<file path="config.mk">
export PLATFORM = sky130hd
export DESIGN_NAME = nabp_multi_state_control
export DESIGN_NICKNAME = d
export VERILOG_FILES = /design/src/rtl/nabp_state_pkg.sv /design/src/rtl/nabp_bank_fsm.sv /design/src/rtl/nabp_multi_state_control.sv
export SDC_FILE = /design/constraint.sdc
export NUM_CORES = 1
export LEC_CHECK = 0
export CAP_MARGIN = 0
export CELL_PAD_IN_SITES_DETAIL_PLACEMENT = 1
export CELL_PAD_IN_SITES_GLOBAL_PLACEMENT = 1
export CORE_ASPECT_RATIO = 2
export CORE_UTILIZATION = 30
export DETAILED_ROUTE_END_ITERATION = 8
export DONT_BUFFER_PORTS = 1
export GPL_TIMING_DRIVEN = 0
export PLACE_DENSITY = 0.51
export SLEW_MARGIN = 20
export SYNTH_ARGS = -nofsm -noshare
export SYNTH_HDL_FRONTEND = slang
export SYNTH_HIERARCHICAL = 1
export SYNTH_SLANG_ARGS = --single-unit
</file>
<file path="constraint.sdc">
create_clock -name clk -period 1.94 [get_ports clk]
set_input_delay 0.388 -clock clk [delete_from_list [all_inputs] [get_ports clk]]
set_output_delay 0.388 -clock clk [all_outputs]
set_load 0.1 [all_outputs]
</file>
<file path="src/rtl/nabp_state_pkg.sv">
// Shared types and helpers for the NABP multi-bank state control.
// The bank state encoding is visible so checkers can bind to it directly.
package nabp_state_pkg;

    typedef enum logic [2:0] {
        IDLE       = 3'd0,
        SETUP      = 3'd1,
        FILL       = 3'd2,
        FILL_DONE  = 3'd3,
        SHIFT      = 3'd4,
        SHIFT_DONE = 3'd5
    } bank_state_e;

    localparam int kDefaultAngleLength = 9;

    // Width needed to index n items, never less than one bit.
    function automatic int ptr_width(input int n);
        return (n <= 2) ? 1 : $clog2(n);
    endfunction

endpackage

</file>
<file path="src/rtl/nabp_bank_fsm.sv">
// Per-bank fill/shift sequencer. Moore outputs decoded from the state register,
// which is also exported for observation.
module nabp_bank_fsm
    import nabp_state_pkg::*;
(
    input  logic       clk,
    input  logic       reset_n,
    input  logic       issue,
    input  logic       shift_grant,
    input  logic       fill_done,
    input  logic       shift_done,
    output logic [2:0] state,
    output logic       fill_enable,
    output logic       shift_enable,
    output logic       shift_finished,
    output logic       idle
);

    bank_state_e state_q;
    bank_state_e state_d;

    always_ff @(posedge clk or negedge reset_n) begin
        if (!reset_n) begin
            state_q <= IDLE;
        end else begin
            state_q <= state_d;
        end
    end

    // Done strobes only matter in the state that waits for them.
    always_comb begin
        state_d = state_q;
        case (state_q)
            IDLE:       if (issue)       state_d = SETUP;
            SETUP:                       state_d = FILL;
            FILL:       if (fill_done)   state_d = FILL_DONE;
            FILL_DONE:  if (shift_grant) state_d = SHIFT;
            SHIFT:      if (shift_done)  state_d = SHIFT_DONE;
            SHIFT_DONE:                  state_d = IDLE;
            default:                     state_d = IDLE;
        endcase
    end

    always_comb begin
        fill_enable    = 1'b0;
        shift_enable   = 1'b0;
        shift_finished = 1'b0;
        idle           = 1'b0;
        case (state_q)
            IDLE:       idle           = 1'b1;
            FILL:       fill_enable    = 1'b1;
            SHIFT:      shift_enable   = 1'b1;
            SHIFT_DONE: shift_finished = 1'b1;
            default:    ;
        endcase
    end

    assign state = state_q;

endmodule

</file>
<file path="src/rtl/nabp_multi_state_control.sv">
// Sequences kNumBanks shifter banks: issues angles round-robin, lets fills overlap,
// and serialises shifts in issue order behind the downstream ready.
module nabp_multi_state_control
    import nabp_state_pkg::*;
#(
    parameter int kNumBanks    = 2,
    parameter int kAngleLength = kDefaultAngleLength,
    parameter int kNumAngles   = 180,
    parameter int kAngleStart  = 0,
    parameter int kAngleStep   = 1
) (
    input  logic                              clk,
    input  logic                              reset_n,
    input  logic                              start,
    input  logic                              pe_ready,
    input  logic [kNumBanks-1:0]              sh_fill_done,
    input  logic [kNumBanks-1:0]              sh_shift_done,
    output logic [kNumBanks-1:0]              sh_fill_enable,
    output logic [kNumBanks-1:0]              sh_shift_enable,
    output logic [kNumBanks*kAngleLength-1:0] angle,
    output logic                              busy,
    output logic                              done,
    output logic [kNumBanks*3-1:0]            bank_state
);

    localparam int kPtrW = ptr_width(kNumBanks);
    localparam int kRemW = ptr_width(kNumAngles + 1);
    localparam logic [kAngleLength-1:0] kStartVal = kAngleLength'(kAngleStart);
    localparam logic [kAngleLength-1:0] kStepVal  = kAngleLength'(kAngleStep);

    logic [kAngleLength-1:0] next_angle;
    logic [kRemW-1:0]        remaining;
    logic [kPtrW-1:0]        issue_ptr;
    logic [kPtrW-1:0]        shift_ptr;
    logic [kAngleLength-1:0] angle_q [kNumBanks];

    logic [kNumBanks-1:0] issue_vec;
    logic [kNumBanks-1:0] grant_vec;
    logic [kNumBanks-1:0] bank_idle;
    logic [kNumBanks-1:0] bank_finished;
    logic                 issue_ok;
    logic                 issue_fire;
    logic                 all_idle;
    logic                 shift_step;

    function automatic logic [kPtrW-1:0] ptr_inc(input logic [kPtrW-1:0] p);
        return (p == kPtrW'(kNumBanks - 1)) ? '0 : p + kPtrW'(1);
    endfunction

    assign issue_ok   = busy && (remaining != '0);
    assign issue_fire = |issue_vec;
    assign all_idle   = &bank_idle;
    assign shift_step = |bank_finished;

    // Handshake: a bank leaves FILL_DONE only in a cycle where shift_ptr selects it
    // and pe_ready is high; sh_fill_done / sh_shift_done are sampled only in FILL / SHIFT.
    for (genvar b = 0; b < kNumBanks; b++) begin : g_bank
        logic [2:0] st;

        assign issue_vec[b] = issue_ok && (issue_ptr == kPtrW'(b)) && bank_idle[b];
        assign grant_vec[b] = pe_ready && (shift_ptr == kPtrW'(b));

        nabp_bank_fsm u_bank (
            .clk            (clk),
            .reset_n        (reset_n),
            .issue          (issue_vec[b]),
            .shift_grant    (grant_vec[b]),
            .fill_done      (sh_fill_done[b]),
            .shift_done     (sh_shift_done[b]),
            .state          (st),
            .fill_enable    (sh_fill_enable[b]),
            .shift_enable   (sh_shift_enable[b]),
            .shift_finished (bank_finished[b]),
            .idle           (bank_idle[b])
        );

        always_ff @(posedge clk or negedge reset_n) begin
            if (!reset_n) begin
                angle_q[b] <= '0;
            end else if (issue_vec[b]) begin
                angle_q[b] <= next_angle;
            end
        end

        assign angle[b*kAngleLength +: kAngleLength] = angle_q[b];
        assign bank_state[b*3 +: 3]                  = st;
    end

    // Completion needs every bank drained, so the last shift_done retires before done.
    always_ff @(posedge clk or negedge reset_n) begin
        if (!reset_n) begin
            busy       <= 1'b0;
            done       <= 1'b0;
            remaining  <= '0;
            next_angle <= kStartVal;
            issue_ptr  <= '0;
            shift_ptr  <= '0;
        end else begin
            done <= 1'b0;
            if (!busy) begin
                if (start) begin
                    busy       <= 1'b1;
                    remaining  <= kRemW'(kNumAngles);
                    next_angle <= kStartVal;
                    issue_ptr  <= '0;
                    shift_ptr  <= '0;
                end
            end else if ((remaining == '0) && all_idle) begin
                busy <= 1'b0;
                done <= 1'b1;
            end else begin
                if (issue_fire) begin
                    next_angle <= next_angle + kStepVal;
                    remaining  <= remaining - kRemW'(1);
                    issue_ptr  <= ptr_inc(issue_ptr);
                end
                if (shift_step) begin
                    shift_ptr <= ptr_inc(shift_ptr);
                end
            end
        end
    end

endmodule

</file>
After elaboration in Yosys (flattened, before gate mapping)
Cells that the tools add are included.

Flip-flop bits (word level): 45. Input bits: 8. Output and inout bits: 30.

$add $sub $neg: 4. Equal/unequal tests: 21. Muxes and demuxes: 40. Bitwise gates (word level): 2. Reduce and logical (&&, ||, !) cells: 20.

Operator list (number): 9-bit 2-to-1 mux (4); 8-bit 2-to-1 mux (4); 3-bit one-hot mux with 5 select lines (2); 3-bit 2-to-1 mux (8); 1-bit 2-to-1 mux (22); 3-bit by 2-bit == test with 1-bit output, second input constant (4); 3-bit == test, second input constant (4); 2-bit by 1-bit inequality test with 1-bit output, second input constant (6); 2-bit inequality test, second input constant (5); 9-bit by 1-bit adder with 9-bit output, second input constant (1); 1-bit logical AND (8); 8-bit logical NOT (1); 4-bit AND reduction (2); 8-bit nonzero test (1); 8-bit by 1-bit subtractor with 8-bit output, second input constant (1); 3-bit by 1-bit == test with 1-bit output, second input constant (2); 3-bit logical NOT (2); 3-bit AND reduction (2); 2-bit OR reduction (2); 1-bit adder, second input constant (2); 1-bit NOT (2); 2-bit AND reduction (1); 2-bit nonzero test (1).

Longest topological paths before layout
Gate-level depths: netlist (run 1).

Depth after elaboration: 8. Depth in mapped cells: 10. Depth with buffers taken out: 9.

Cells and area by module
Netlist (run 1), hierarchy kept.

By module, submodules not included: nabp_multi_state_control (instances 1, cells each 155, area an instance 1868.0 um^2, sequential area each 975.9 um^2); nabp_bank_fsm (instances 2, cells each 15, area an instance 168.9 um^2, sequential area each 75.1 um^2).

Worst setup path before layout (run 1)
OpenSTA, ideal clock, no wires.

Path type: register to output. Start point: reg g_bank[0].u_bank.state_q[1]. End point: out sh_fill_enable[0]. Arrival time: 3300 ps. Slack: -1748 ps. Stages on the path, launching flop included: 2. Cells stage by stage: dfrtp_1 nor3b_1.

Word-level cells in the longest chain between the ends: 2.

Ends and longest elaborated chain: start, declared (RTL line nabp_bank_fsm.sv:19) `bank_state_e state_q;`; start signal, assigned (RTL line nabp_bank_fsm.sv:26) `state_q <= state_d;`; 3-bit by 2-bit == test with 1-bit output (RTL line nabp_bank_fsm.sv:49) `case (state_q)`; 1-bit 2-to-1 mux (RTL line nabp_bank_fsm.sv:49); end, declared (RTL line nabp_multi_state_control.sv:18) `output logic [kNumBanks-1:0] sh_fill_enable,`.

Every way passes these cells.

Worst setup path in the final report (run 1)
Ends and elaborated chain as after synthesis.

==> summary.md, run 1 <==
| Metric | Value |
|---|---|
| Status | `complete, but fails checks` |
| Failing checks | `setup timing` |
| Post-Synth Simple-Gate Area | `15.66%` |
| Synthesized-area fraction occupied by adder cells | `1.702%` |
| Setup ws final | `-0.3428 ns` |
| Top Family by Delay on Critical Path | `simple AND/OR/NAND/NOR gates` |
| Storage element area | `0.001154 sq mm` |
| Hold Fails Final Rpt | `0` |
| Fmax | `0.4381 GHz` |
| Slowest cell on crit path | `nor3b_4` |
| Largest family of logic cells by synthesized area | `simple AND/OR/NAND/NOR gates` |
| Final setup vio count | `18` |
| Root Buffer | `clkbuf_16` |
| Synth Register Bits | `45` |
| Netlist Area Pre-Place | `0.002206 sq mm` |
| Final period util | `117.7%` |
| Initial Utilization | `31.54%` |
| CTS Buffer Depth | `2` |
| Post-synthesis sequential area ratio | `51.05%` |
| Layout Area Growth over Synthesis | `36.42%` |
| Crit path largest cell delay | `0.93 ns` |
| Synth top area share | `51.05%` |
| FP Rows | `43` |
| XOR/XNOR Fraction of Synth Area | `1.191%` |
| Layout fillers | `747` |
| Clock skew | `0.007788 ns` |
| H-tree depth | `2` |
| CP Capture Type | `output pin` |
| Number of synthesized flops with an enable pin | `0` |
| Sink Count | `45` |
| DRC viols | `0` |
| Hold Crit Class | `in -> reg` |
| Hpwl dp | `3975 um` |
| Hold endpoint | `shift_ptr` |
| Crit start category | `register` |
| HP Start | `start` |
| CTS tree | `yes` |
| Clk pin slew, worst setup/hold paths | `0.06 ns` |
| Global route overflow | `0` |
| Crit path DAT | `1.89 ns` |
| Final setup TNS | `-1.859 ns` |
| Synth area leaders | `dfrtp_1 51%, mux2_2 11%, mux2i_1 2.7%` |
| First-pass detailed-route iteration total | `4` |
| Antenna cells | `0` |
| Routed len/inst | `19.76 um` |
| RSZ-0062 raised after global routing | `true` |
| Crit path max fanout | `8` |
| Flop2flop setup slack | `-0.16 ns` |
| Worst slew pin tran | `1.049 ns` |
| Via count | `1,702` |
| Synth Area per Inst | `11.92 sq um` |
| Final nets | `225` |
| Area of the multi-input gates | `0.001246 sq mm` |
| First-pass GRT wire length | `9591 um` |
| Synth warnings | `6` |
| GRT Overall Usage | `16.43%` |
| Critical Path RT | `1.55 ns` |
| Worst R2R Start | `g_bank[1].u_bank/state[0]` |
| R2R cell count | `5` |
| Final wirelength | `6028 um` |
| Dpl cells | `275` |
| Via-to-Cell Ratio | `5.580` |
| Main synth FF type | `dfrtp_1` |
| Critical-path cell list | `nor3b_4` |
| PortBufs | `0` |
| Largest net degree at the start of global routing | `46` |
| Drt initial violations | `19` |
| Cells after Synth | `185` |
| Share of layout cells above drive strength 1 | `48.37%` |
| Initial antenna violation count | `0` |
| Compound-Gate Fraction of Synth Area | `14.29%` |
| Global placement routability congestion | `0.8110` |
| Post-synthesis cell type count | `49` |
| Die width | `62.64 um` |
| Hold depth | `1` |
| Hold slack | `0.1909 ns` |
| Ys async rst share | `100.0%` |
| Finished Layout Cells | `305` |
| Final min period | `2.283 ns` |
| Post-synthesis mux area share | `13.95%` |
| Worst skew pair latency | `0.29 ns` |
| Max Slew Vio Count | `0` |
| Syn Nets | `196` |
| CTS buffer count | `5` |
| DRT antenna net count | `0` |
| I/O pin count | `38` |
| Max-slew headroom | `29.96%` |
| Worst Path Buf+Inv | `0` |
| Core area | `0.006994 sq mm` |
| Die ar. | `0.007721 sq mm` |
| WS Path Type | `reg -> out` |
| Vias in the first global route | `1,797` |
| Die Y | `123.3 um` |
| Max-cap violations | `0` |
| Synth area leader | `dfrtp_1` |
| Reg-to-reg endpoint | `remaining[7]` |
-- final cells by class --
| class | count | share of cell area (%) |
|---|---|---|
| tap | 90 | 3.742 |
| inverter | 7 | 0.8732 |
| timing repair buffer | 22 | 8.067 |
| buffer | 5 | 1.123 |
| clock inverter | 3 | 2.287 |
| multi-input combinational | 128 | 41.41 |
| sequential | 45 | 38.34 |
| clock buffer | 5 | 4.158 |
-- logic make-up after synthesis --
logic type	Yosys count
flops	45
buf+inv	12
mux	28
fa+ha+maj	3
compound gates	36
xor+xnor	3
simple gates	58
-- sequential cells by signal, indices dropped and copies added, names as in the netlist --
register	count
done	1
angle	18
g_bank.u_bank/state	6
next_angle	9
busy	1
shift_ptr	1
issue_ptr	1
remaining	8
-- layout by cell type, fill, tap and decap left out, types with 3 or more instances in the layout --
| cell | n |
|---|---|
| buf_4 | 11 |
| buf_6 | 9 |
| clkbuf_16 | 5 |
| dfrtp_1 | 37 |
| dfrtp_4 | 7 |
| ha_1 | 3 |
| inv_1 | 4 |
| inv_2 | 3 |
| mux2_2 | 20 |
| mux2i_1 | 5 |
| nand2_1 | 12 |
| nand2_2 | 3 |
| nand3_1 | 6 |
| nand4_1 | 5 |
| nor2_1 | 3 |
| nor3_1 | 5 |
| nor3b_4 | 3 |
| o21ai_0 | 4 |
-- per-layer routing --
| layer | up-vias | wire, um | track usage, % |
|---|---|---|---|
| met3 | 5 | 240 | 4.520 |
| met1 | 898 | 2251 | 16.71 |
| met5 | - | 0 | 0 |
| met4 | 0 | 103 | 8.576 |
| met2 | 38 | 3433 | 30.16 |
| li1 | 761 | - | - |
-- synth_stat cells (all sizes together) (2+ instances only) --
library cell	instances
nor3b	4
and3	4
o211ai	2
mux2	22
dfrtp	45
nor3	7
clkbuf	3
inv	7
o22a	2
xor2	2
nand3	7
and2	3
nand2	15
buf	2
o31ai	4
a2111oi	2
a22o	2
nor2	4
and3b	2
a31oi	2
o2bb2ai	2
o21ai	5
mux2i	6
nand4	6
a221oi	2
a211o	2
o2111ai	2
ha	3
-- stage by stage --
step	utilization [%]	instance area (sq um)	worst slack, ns
finish	43.02	3009	-0.3428
global route	43.02	3009	-0.3994
CTS	39.00	2728	-0.3462
detailed placement	33.97	2376	-0.4856
global placement	33.97	2376	-0.4734
floorplan	-	2263	-0.09311
-- timing repair --
| action | 4_1_cts | 5_1_grt |
|---|---|---|
| buffers inserted | 6 | 14 |
| hold endpoints to repair | 45 | 0 |
| pin swaps | 4 | 16 |
| hold buffers | 2 | 0 |
| resized for setup | 18 | 40 |
| setup endpoints to repair | 44 | 33 |
-- how the worst max path moves through the flow --
stage / slack [ns] / endpoint / from / cells past startpoint
6_report: -0.34 / sh_fill_enable[0] / g_bank[0].u_bank/state[1] / 1
5_1_grt: -0.40 / sh_fill_enable[1] / g_bank[1].u_bank/state[1] / 1
4_1_cts: -0.35 / sh_fill_enable[0] / g_bank[0].u_bank/state[1] / 1
3_5_place_dp: -0.49 / g_bank[0].u_bank/state[0] / remaining[1] / 10
3_3_place_gp: -0.47 / remaining[3] / g_bank[0].u_bank/state[2] / 5
2_1_floorplan: -0.09 / remaining[3] / g_bank[1].u_bank/state[2] / 5
Power of run 1 is left out: the tool's default activity adds up to more than one toggle a clock period on the data nets, which glitch-free logic cannot reach.
==> run 2, diff against run 1 <==
- ABC_CLOCK_PERIOD_IN_PS: unset -> 1940
- CORE_MARGIN: unset -> 10
- SKIP_LAST_GASP: unset -> 1
==> run 2 against run 1 <==
The run still ends with setup timing left. First-iteration DRC count rose to 4.5 times the previous value. Fmax shrank 0.91%. Final cell count grew 4.3%. Flip-flop and latch count unchanged. Wire length increased by 19%. Non-clock buffer count up 11. Register-to-register slack worse by 0.02 ns. Setup slack got worse by 0.021 ns. Count of clock-buffer cells in the layout is 2 higher. Die area up 48%. Critical path type unchanged. Critical endpoint is now sh_fill_enable[1]. Largest cell class unchanged. Highest routed layer unchanged.
==> summary.md, run 2 (synthesized netlist as in run 1, its figures left out) <==
| Metric | Value |
|---|---|
| FP Rows | `44` |
| Worst slew pin tran | `1.061 ns` |
| Via-to-Cell Ratio | `5.431` |
| Fmax | `0.4341 GHz` |
| Share of layout cells above drive strength 1 | `53.10%` |
| I/O pin count | `38` |
| Final setup vio count | `21` |
| Via count | `1,727` |
| Dpl cells | `277` |
| Flop2flop setup slack | `-0.18 ns` |
| Crit path max fanout | `8` |
| Routed len/inst | `22.53 um` |
| R2R cell count | `7` |
| Top Family by Delay on Critical Path | `simple AND/OR/NAND/NOR gates` |
| Max-slew headroom | `29.21%` |
| H-tree depth | `2` |
| Clk pin slew, worst setup/hold paths | `0.06 ns` |
| CTS Buffer Depth | `2` |
| First-pass GRT wire length | `10,140 um` |
| Hold Crit Class | `in -> reg` |
| Hold depth | `1` |
| Clock skew | `0.006149 ns` |
| Max-cap violations | `0` |
| WS Path Type | `reg -> out` |
| Die width | `80.64 um` |
| Final core utilization | `43.48%` |
| DRC viols | `0` |
| Final wirelength | `7166 um` |
| Finished Layout Cells | `318` |
| Layout fillers | `751` |
| Crit path largest cell delay | `0.94 ns` |
| Core area | `0.007212 sq mm` |
| Drt initial violations | `85` |
| Vias in the first global route | `1,780` |
| CP Capture Type | `output pin` |
| Hpwl dp | `4515 um` |
| Final nets | `236` |
| Highest-count cells in the layout ignoring fill and taps | `36 x dfrtp_1, 22 x buf_4, 19 x mux2_2` |
| Max Slew Vio Count | `0` |
| Hold Fails Final Rpt | `0` |
| Setup ws final | `-0.3638 ns` |
| Final setup TNS | `-2.105 ns` |
| Root Buffer | `clkbuf_16` |
| CTS tree | `yes` |
| Status | `complete, but fails checks` |
| PortBufs | `0` |
| Sink Count | `45` |
| Failing checks | `setup timing` |
| CTS buffer count | `5` |
| Antenna cells | `0` |
| Slowest cell on crit path | `nor3b_4` |
| Die Y | `141.3 um` |
| Max reg flops | `18` |
| First-pass detailed-route iteration total | `4` |
| RSZ-0062 raised after global routing | `true` |
| Final min period | `2.304 ns` |
| Final period util | `118.8%` |
| Crit path DAT | `1.92 ns` |
| GRT Overall Usage | `11.74%` |
| Crit start category | `register` |
| Pre-CTS setup slack | `-0.7743 ns` |
| DRT antenna net count | `0` |
| Initial Utilization | `30.59%` |
| Critical-path cell list | `nor3b_4` |
| Die ar. | `0.01139 sq mm` |
| Worst skew pair latency | `0.29 ns` |
| Largest net degree at the start of global routing | `46` |
| Layout Area Growth over Synthesis | `42.14%` |
| Worst Path Buf+Inv | `0` |
| Critical Path RT | `1.55 ns` |
| Most common cell after layout, fill and taps aside | `dfrtp_1` |
| Initial antenna violation count | `0` |
| Levels on crit path | `1` |
| Global route overflow | `0` |
| Global placement routability congestion | `0.7146` |
[run 2: cell count changes in the layout (fill, tap and decap cells not counted), sizes merged]
cell and delta:
buf +10, bufinv -1, clkbuf +3, inv -1
[run 2: path summary, 6_finish.rpt]
path / start / endpoint
min in group asynchronous: reset_n / busy
hold / removal: start / shift_ptr
max in group asynchronous: reset_n / g_bank[0].u_bank/state[0]
hold reg to reg: remaining[5] / remaining[5]
setup / recovery: g_bank[1].u_bank/state[1] / sh_fill_enable[1]
setup reg to reg: g_bank[0].u_bank/state[0] / remaining[3]
[run 2: per-layer routing]
metal | GRT usage, % | wire [um]
met5 | 0 | 0
met4 | 5.970 | 300
met3 | 4.051 | 479
met2 | 21.25 | 3923
met1 | 11.02 | 2462
[run 2: area by class of cell]
class	instances	area, sq um	area share (%)
Multi-Input combinational cell	128	1305	41.62
Inverter	7	26.28	0.8380
Timing Repair Buffer	33	325.3	10.38
Buffer	5	36.28	1.157
Clock buffer	7	142.6	4.549
Sequential cell	45	1155	36.83
Clock inverter	1	30.03	0.9577
Tap cell	92	115.1	3.671
[run 2: timing repair]
item                                    4_1_cts  5_1_grt
pin swaps                                     3       20
gates cloned                                  1        0
gates resized for setup                      25       49
buffers inserted                              5       27
endpoints found under the setup margin       45       44
hold endpoints to repair                     45        0
hold buffers                                  2        0
[run 2: metrics by stage]
stage          area [sq um]  hold slack, ns
2_1_floorplan          2263         0.09241
3_3_place_gp           2379         0.09398
3_5_place_dp           2379         0.09404
4_1_cts                2715          0.1802
5_1_grt                3136          0.2023
6_report               3136          0.1947
Power of run 2 is left out for the same reason.
==> run 3, diff against run 2 <==
- GPL_TIMING_DRIVEN: 0 -> unset
==> run 3 against run 2 <==
The flow now finishes without violations. Setup slack better by 0.40 ns. Critical path type is now reg -> reg. First-iteration DRC count is 2.4% higher. Critical endpoint is now angle[8]. Register-to-register slack better by 0.21 ns. Largest cell class unchanged.
==> summary.md, run 3 (synthesized netlist as in run 1, its figures left out) <==
| Metric | Value |
|---|---|
| Status | `completed` |
| CTS tree | `yes` |
| Die ar. | `0.01139 sq mm` |
| Max-slew headroom | `39.01%` |
| Global route overflow | `0` |
| Clk pin slew, worst setup/hold paths | `0.07 ns` |
| I/O pin count | `38` |
| Layout fillers | `774` |
| Final wirelength | `6730 um` |
| Fmax | `0.5248 GHz` |
| Via count | `1,754` |
| Layout Area Growth over Synthesis | `39.14%` |
| Hold Crit Class | `in -> reg` |
| CP Capture Type | `register` |
| Hold slack | `0.1783 ns` |
| Drt initial violations | `87` |
| Vias in the first global route | `1,894` |
| CTS Buffer Depth | `2` |
| Max reg flops | `18` |
| First-pass detailed-route iteration total | `4` |
| Final setup vio count | `0` |
| First-pass GRT wire length | `10,540 um` |
| Die Y | `141.3 um` |
| DRC viols | `0` |
| Core area | `0.007212 sq mm` |
| Hpwl dp | `4918 um` |
| Final min period | `1.905 ns` |
| Finished Layout Cells | `324` |
| Worst skew pair latency | `0.29 ns` |
| Via-to-Cell Ratio | `5.414` |
| Storage element area | `0.001142 sq mm` |
| RSZ-0062 raised after global routing | `true` |
| H-tree depth | `2` |
| Initial Utilization | `30.59%` |
| Antenna cells | `0` |
| Global placement routability congestion | `0.7692` |
| Die width | `80.64 um` |
| Initial antenna violation count | `0` |
| Routed len/inst | `20.77 um` |
| Crit path DAT | `2.07 ns` |
| Max-cap violations | `0` |
| Share of layout cells above drive strength 1 | `47.84%` |
| Max Slew Vio Count | `0` |
| CTS buffer count | `5` |
| DRT antenna net count | `0` |
| Highest-count cells in the layout ignoring fill and taps | `38 x dfrtp_1, 32 x buf_4, 21 x mux2_2` |
| GRT Overall Usage | `12.06%` |
| PortBufs | `0` |
| Critical Path RT | `2.11 ns` |
| Hold Fails Final Rpt | `0` |
| Most common cell after layout, fill and taps aside | `dfrtp_1` |
| Sink Count | `45` |
| Dpl cells | `304` |
| WS Path Type | `reg -> reg` |
| Crit path max fanout | `5` |
| Clock skew | `0.009577 ns` |
| Root Buffer | `clkbuf_16` |
| Crit start category | `register` |
| Worst slew pin tran | `0.9148 ns` |
| Largest net degree at the start of global routing | `46` |
| FP Rows | `44` |
| Area of the multi-input gates | `0.001161 sq mm` |
| Final nets | `242` |
| Final period util | `98.22%` |
-- run 3: cell types whose count changed in the layout (fill, tap and decap cells not counted), sizes merged --
| cell | previous run | this run |
|---|---|---|
| clkinv | 0 | 1 |
| clkbuf | 10 | 7 |
| buf | 34 | 42 |
-- run 3: per-stage QoR --
step / setup WS [ns] / instance area [sq um] / TNS, ns / utilization (%)
5_1_grt: -0.08910 / 3069 / -0.5108 / 42.56
4_1_cts: -0.05141 / 2918 / -0.1003 / 40.46
2_1_floorplan: -0.09311 / 2263 / -0.2432 / -
3_5_place_dp: -0.1536 / 2673 / -0.3505 / 37.06
3_3_place_gp: -0.2336 / 2673 / -0.3058 / 37.06
6_report: 0.03458 / 3069 / 0 / 42.56
-- run 3: metal layers --
| layer | wire length (um) | track usage [%] |
|---|---|---|
| met1 | 2363 | 11.46 |
| met4 | 133 | 5.037 |
| met5 | 0 | 0 |
| met2 | 3882 | 22.30 |
| met3 | 350 | 3.987 |
-- run 3: critical path: stages (launching register included) --
cell	delay [ns]
dfrtp_1	0.39
inv_2	0.10
ha_4	0.13
nor3b_4	0.26
nand2_2	0.13
nand4b_1	0.17
buf_4	0.15
buf_12	0.12
mux2_2	0.33
-- run 3: layout make-up --
type	count	share of cell area [%]
multi-input combinational	128	37.83
clock buffer	6	4.199
clock inverter	2	1.141
tap	92	3.751
sequential	45	37.22
timing repair buffer	44	15.00
inverter	7	0.8561
-- run 3: worst paths after layout --
kind                          startpoint                        end  slack [ns]  cells past startpoint
min in group asynchronous        reset_n  g_bank[1].u_bank/state[2]        0.59                      2
setup / recovery            remaining[0]                   angle[8]        0.03                      8
max in group asynchronous        reset_n  g_bank[0].u_bank/state[1]        1.10                      2
hold reg to reg            next_angle[5]              next_angle[5]        0.52                      1
setup reg to reg            remaining[0]                   angle[8]        0.03                      8
hold / removal                     start                  shift_ptr        0.18                      1
-- run 3: timing repair --
item,4_1_cts,5_1_grt
endpoints found under the hold margin,45,0
setup buffers,1,8
gates resized for setup,9,16
hold buffers,2,0
pin swaps,2,3
cloned,0,1
setup endpoints to repair,9,31
Power of run 3 is left out for the same reason.
